<file path="config.mk">
export PLATFORM = sky130hd
export DESIGN_NAME = serial_parity_frame_ctrl
export DESIGN_NICKNAME = d
export VERILOG_FILES = /design/src/rtl/serial_parity_frame_ctrl.sv
export SDC_FILE = /design/constraint.sdc
export NUM_CORES = 1
export LEC_CHECK = 0
export ABC_AREA = 1
export ABC_CLOCK_PERIOD_IN_PS = 1300
export CAP_MARGIN = 10
export CORE_UTILIZATION = 51
export CTS_CLUSTER_DIAMETER = 120
export DETAILED_ROUTE_END_ITERATION = 12
export GPL_TIMING_DRIVEN = 0
export PLACE_DENSITY = 0.85
export SYNTH_ARGS = -nofsm -noshare
export SYNTH_HDL_FRONTEND = slang
export SYNTH_SLANG_ARGS = --single-unit
</file>
<file path="constraint.sdc">
create_clock -name clk -period 1.3 [get_ports clk]
set_input_delay 0.325 -clock clk [delete_from_list [all_inputs] [get_ports clk]]
set_output_delay 0.325 -clock clk [all_outputs]
set_load 0.1 [all_outputs]
</file>
<file path="src/rtl/serial_parity_frame_ctrl.sv">
// serial_parity_frame_ctrl: transmit-side frame sequencer for the serial parity path.
// Serialises each accepted word LSB first as start(0), DATA_W data bits, parity, stop(1),
// then GAP_CYC idle cycles. Tracks the running data-bit parity (z) and a frame counter.
// Optional build macro: ODD_PARITY_EN (parity bit = ~z, odd parity); default is even parity.
`timescale 1ns/1ps
module serial_parity_frame_ctrl #(
   parameter int DATA_W  = 8,
   parameter int GAP_CYC = 1,
   parameter int CNT_W   = 16
) (
   input  logic              clk,
   input  logic              rst,
   input  logic [DATA_W-1:0] din,
   input  logic              din_valid,
   output logic              din_ready,
   output logic              x,
   output logic              bit_en,
   output logic              z,
   output logic              busy,
   output logic              frame_done,
   output logic [CNT_W-1:0]  frame_cnt
);

   localparam int IW = (DATA_W > 1)  ? $clog2(DATA_W)  : 1;
   localparam int GW = (GAP_CYC > 1) ? $clog2(GAP_CYC) : 1;

   localparam logic [2:0] S_IDLE   = 3'd0;
   localparam logic [2:0] S_START  = 3'd1;
   localparam logic [2:0] S_DATA   = 3'd2;
   localparam logic [2:0] S_PARITY = 3'd3;
   localparam logic [2:0] S_STOP   = 3'd4;
   localparam logic [2:0] S_GAP    = 3'd5;

   logic [2:0]        state_q, state_d;
   logic [DATA_W-1:0] shift_q, shift_d;
   logic [IW-1:0]     idx_q,   idx_d;
   logic [GW-1:0]     gap_q,   gap_d;
   logic              z_q,     z_d;
   logic [CNT_W-1:0]  cnt_q,   cnt_d;
   // Held low through reset and until the first edge after release, so din_ready
   // stays low while rst is asserted even though the state is already IDLE.
   logic              armed_q;
   logic              par_bit;

`ifdef ODD_PARITY_EN
   assign par_bit = ~z_q;
`else
   assign par_bit = z_q;
`endif

   // Next-state and datapath update for the frame sequencer
   always_comb begin
      state_d = state_q;
      shift_d = shift_q;
      idx_d   = idx_q;
      gap_d   = gap_q;
      z_d     = z_q;
      cnt_d   = cnt_q;
      case (state_q)
         S_IDLE: begin
            if (din_valid && din_ready) begin
               shift_d = din;
               idx_d   = '0;
               z_d     = 1'b0;
               state_d = S_START;
            end
         end
         S_START: state_d = S_DATA;
         S_DATA: begin
            shift_d = shift_q >> 1;
            z_d     = z_q ^ shift_q[0];
            if (idx_q == IW'(DATA_W - 1)) begin
               state_d = S_PARITY;
            end else begin
               idx_d = idx_q + 1'b1;
            end
         end
         S_PARITY: state_d = S_STOP;
         S_STOP: begin
            cnt_d = cnt_q + 1'b1;
            gap_d = '0;
            if (GAP_CYC == 0) begin
               state_d = S_IDLE;
            end else begin
               state_d = S_GAP;
            end
         end
         S_GAP: begin
            if (gap_q == GW'(GAP_CYC - 1)) begin
               state_d = S_IDLE;
            end else begin
               gap_d = gap_q + 1'b1;
            end
         end
         default: state_d = S_IDLE;
      endcase
   end

   // State registers, async active-high reset drops any in-flight frame
   always_ff @(posedge clk or posedge rst) begin
      if (rst) begin
         state_q <= S_IDLE;
         shift_q <= '0;
         idx_q   <= '0;
         gap_q   <= '0;
         z_q     <= 1'b0;
         cnt_q   <= '0;
         armed_q <= 1'b0;
      end else begin
         state_q <= state_d;
         shift_q <= shift_d;
         idx_q   <= idx_d;
         gap_q   <= gap_d;
         z_q     <= z_d;
         cnt_q   <= cnt_d;
         armed_q <= 1'b1;
      end
   end

   // Output decode from registered state only
   always_comb begin
      case (state_q)
         S_START:  x = 1'b0;
         S_DATA:   x = shift_q[0];
         S_PARITY: x = par_bit;
         default:  x = 1'b1;
      endcase
      bit_en     = (state_q == S_DATA);
      busy       = (state_q != S_IDLE);
      frame_done = (state_q == S_STOP);
      din_ready  = armed_q && (state_q == S_IDLE);
      z          = z_q;
      frame_cnt  = cnt_q;
   end

endmodule
</file>
==> results.yml, run 1 <==
synthesis:
  synth_top_area_frac: 0.4730
  synth-compound-area-share: 0.05026
  synth_top_family_by_area: "simple AND/OR/NAND/NOR gates"
  synthAdderAreaFrac: 0.02217
  synthArstFlopShare: 1.000
  synth_fp_nets: 207
  yosysWarningCount: 0
  synth-main-ff-cell: "dfrtp_1"
  synthTopCellsByCount: "nand2_1 (59), dfrtp_1 (32), inv_1 (23), nor2_1 (11), nand3_1 (10)"
  synthXorXnorAreaFrac: 0.05691
  yosysUniqueCellTypes: 30
  syn_area_per_cell_um2: 8.771
  synthMuxAreaShare: 0
  synth_edf_count: 0
  synth-seq-cells: 32
  synthCells: 193
  synth_seq_area_share: 0.4730
  syn_area_mm2: 0.001693
  yosysMostFrequentCell: "nand2_1"
  synth_top_area_cell: "dfrtp_1"
  synthSimpleGateAreaFrac: 0.3259
  yosys-top-cells-area: "dfrtp_1 (47%), nand2_1 (13%), inv_1 (5.1%), xor2_1 (3.6%), nand3_1 (3.0%)"
die:
  dieHeight_um: 59.62
  io_pins: 33
  fp-row-count: 20
  start_util: 0.5456
  die_w_um: 59.62
placement:
  place.gp.congestion: 0.7451
  post-place-cells: 269
  place_ws_ps: -1172
  portBuffers: 32
  hpwl_um: 2447
cts:
  cts-root-buf: "clkbuf_4"
  h-tree-depth: 2
  cts_buffers: 5
  clkSinkCount: 32
  cts_buffer_depth: 2
sta:
  crit_endpoint: "x"
  worst_endpoint_kind: "primary output"
status:
  status: "stopped before the end"
  stop_stage: "5_1_grt"
  error_line: "[ERROR DPL-0038] Utilization greater than 100%, impossible to legalize"
grt:
  grt_start_max_net_pins: 33
## timing repair
item,in CTS
pin swaps,8
buffers inserted,36
gates resized for setup,215
cloned,1
endpoints found under the setup margin,68
hold buffers,0
## metrics by stage
stage               utilization  area (µm²)  hold slack, ps  TNS [ps]
detailed placement       0.7161        2222           458.8    -34200
global placement         0.7161        2222           455.4    -33210
floorplan                     -        1847           441.1     -7242
CTS                      0.9157        2841           452.9     -7843
## cells by family after synthesis
| kind of cell | after synthesis |
|---|---|
| xor+xnor | 11 |
| other cells | 1 |
| compound gates | 15 |
| simple gates | 103 |
| flops | 32 |
| fa+ha+maj | 3 |
| buf+inv | 28 |
==> inputs of run 2 (changes only) <==
--- a/config.mk
+++ b/config.mk
@@ -8,11 +8,10 @@
 export ABC_AREA = 1
 export ABC_CLOCK_PERIOD_IN_PS = 1300
 export CAP_MARGIN = 10
-export CORE_UTILIZATION = 51
-export CTS_CLUSTER_DIAMETER = 120
+export CORE_UTILIZATION = 40
 export DETAILED_ROUTE_END_ITERATION = 12
 export GPL_TIMING_DRIVEN = 0
-export PLACE_DENSITY = 0.85
+export PLACE_DENSITY_LB_ADDON = 0.15
 export SYNTH_ARGS = -nofsm -noshare
 export SYNTH_HDL_FRONTEND = slang
 export SYNTH_SLANG_ARGS = --single-unit
==> results.yml, run 2 <==
status:
  status: "complete, but fails checks"
  violations: "setup timing"
worst_setup_path:
  worstPathRequired_ps: 980
  cp_max_fo: 4
  cp_slowest_stage_delay_ps: 420
  critPathLaunchType: "flop"
  worstPathCellList: "buf_4 -> nand3_2 -> o2111ai_4 -> buf_12"
  r2r_start: "state_q[0]$_DFFE_PP0P_"
  worst_setup_path_end_kind: "output port"
  worstSetupStartpoint: "state_q[0]$_DFFE_PP0P_"
  path_class: "flop to output port"
  worst_path_max_delay_cell: "dfrtp_2"
  worstPathArrival_ps: 1360
synthesis:
  synth-seq-cells: 32
  synth-main-ff-cell: "dfrtp_1"
  synth_edf_count: 0
  synthArstFlopShare: 1.000
  synth_fp_nets: 207
  synth_top_area_frac: 0.4730
  synthCells: 193
  syn_area_mm2: 0.001693
  synth_top_area_cell: "dfrtp_1"
  syn_area_per_cell_um2: 8.771
  yosysMostFrequentCell: "nand2_1"
  yosys-top-cells-area: "dfrtp_1 (47%), nand2_1 (13%), inv_1 (5.1%), xor2_1 (3.6%), nand3_1 (3.0%)"
  synthTopCellsByCount: "nand2_1 (59), dfrtp_1 (32), inv_1 (23), nor2_1 (11), nand3_1 (10)"
  synth_seq_area_share: 0.4730
  yosysUniqueCellTypes: 30
  yosysWarningCount: 0
drt:
  ant_nets: 0
  viasPerCell: 4.827
  drt_first_pass_iters: 4
  route.detailed.drc: 0
  wirelength_um: 4432
  wl_per_cell_um: 13.72
  initialDrtViolationCount: 71
  vias: 1559
cts:
  cts_buffer_depth: 2
  h-tree-depth: 2
  cts_buffers: 5
  cts_tree: "built"
  clk_latency_ps: 280
  cts-root-buf: "clkbuf_8"
  clkTransAtPathRegs_ps: 70
  hold_buffers: 0
  clkSinkCount: 32
final_layout:
  largest_reg_flops: 16
  mostFrequentLayoutCells: "nand2_1 (51), buf_4 (29), inv_1 (21)"
  layout_commonest_cell: "nand2_1"
  n_fill_cell: 276
  nets: 286
  diodes: 0
  finalInstanceArea_mm2: 0.003014
  layout-drive-gt1-share: 0.4945
  area_delta_synth_final_pct: 78.05
  final_util: 0.7481
die:
  start_util: 0.4202
  die-area_mm2: 0.004496
  core-area_mm2: 0.004029
  io_pins: 33
  die_w_um: 67.06
  dieHeight_um: 67.06
  fp-row-count: 23
sta:
  period_needed_ps: 1687
  grt_setup_unrepaired: "yes"
  finalSetupViolCount: 33
  hold_viol: 0
  fmax_mhz: 592.9
  setup_slack_ps: -386.6
  period_share: 1.297
  maxSlewHeadroom: 0.5651
  worst_pin_slew_ps: 651.7
  skew_ps: 6.094
  maxSlewViolCount: 0
power:
  combPwrFrac: 0.665
  p_sw_frac: 0.4756
  p_total_mw: 7.058
  power_density_mw_per_mm2: 2341
  internal_power_mw: 3.701
  ir_drop_mv: 2.746
  pwr-share-seq: 0.221
  leakage_nw: 1.417
  switchingPower_mw: 3.356
  p_clk_frac: 0.113
placement:
  placed_cell_area_mm2: 0.002257
  hpwl_um: 2391
  place_ws_ps: -1166
  place.gp.congestion: 0.7926
  portBuffers: 32
run:
  drv_cap: 0
grt:
  grt_start_max_net_pins: 20
  overflow: 0
  gr-usage-all-layers: 0.2166
  grt_pass1_vias: 1512
  antenna_found_initial: 0
  grt_pass1_wl_um: 6969
hold_path:
  hold_class: "input pin to asynchronous set/reset pin"
-- run 2: cell counts after synthesis --
Identical to the previous run, type by type.
-- run 2: path summary, 6_finish.rpt --
path / endpoint / slack (ps) / cells after the start
worst max-delay path: x / -390 / 4
worst min-delay path: frame_cnt[14]$_DFFE_PP0P_ / 430 / 2
worst max register to register: idx_q[0]$_DFFE_PP0P_ / -190 / 7
worst min register to register: shift_q[1]$_DFFE_PP0P_ / 480 / 2
max in group asynchronous: frame_cnt[1]$_DFFE_PP0P_ / 330 / 3
min in group clk: shift_q[1]$_DFFE_PP0P_ / 480 / 2
-- run 2: worst max-delay path: cells and delay by family (launching register included) --
kind / cells / cell delay (ps)
AO/OA/AOI/OAI: 1 / 220
flip-flops: 1 / 420
buffers and inverters: 2 / 330
AND/OR/NAND/NOR: 1 / 100
-- run 2: cells by family (layout without fill, tap and decap cells) --
| logic type | after synthesis | after routing | share of synthesized area |
|---|---|---|---|
| and+or+nand+nor | 103 | 104 | 0.3259 |
| adders and majority gates | 3 | 3 | 0.02218 |
| xor gates and xnor gates | 11 | 11 | 0.05691 |
| AOI/OAI and AO/OA | 15 | 15 | 0.05026 |
| buffers and inverters | 28 | 107 | 0.06947 |
| other | 1 | 1 | 0.002215 |
| DFF | 32 | 32 | 0.4730 |
-- run 2: cell type report --
type,instances,area (µm²),share of cell area
plain buffers,1,15.01,0.004981
repair buffers,71,872.1,0.2893
clock buffers,8,90.09,0.02989
multi-input cells,134,1003,0.3329
inverters,27,121.4,0.04027
flip-flops and latches,32,849.6,0.2819
well taps,50,62.56,0.02076
-- run 2: what timing repair did --
item / 4_1_cts / 5_1_grt
setup buffers: 31 / 7
endpoints found under the hold margin: 0 / 0
gates cloned: 2 / 0
endpoints found under the setup margin: 36 / 47
gates resized for setup: 207 / 20
pin swaps: 9 / 6
-- run 2: power groups by stage --
stage	Combinational (mW)	Sequential, mW	Clock [mW]
floorplan	1.88	2.03	0
global placement	2.85	1.56	0
detailed placement	2.89	1.56	0
CTS	4.31	1.54	0.825
global route	4.91	1.59	0.876
finish	4.70	1.56	0.801
-- run 2: stage by stage --
step                setup TNS (ps)  std cells  hold slack [ps]
finish                       -4637        323            432.0
global route                 -7095        323            465.5
CTS                          -3120        317            448.3
detailed placement          -16200        276            462.8
global placement            -36600        275            455.7
floorplan                    -7242        193            441.1
-- run 2: layer usage --
layer / up-vias / track usage / share of wire
li1: 765 / - / -
met1: 750 / 0.2292 / 0.41
met2: 34 / 0.3813 / 0.54
met3: 10 / 0.05993 / 0.029
met4: 0 / 0.1197 / 0.023
met5: - / 0 / 0
Note: power is estimated with default switching activity, not from simulation.
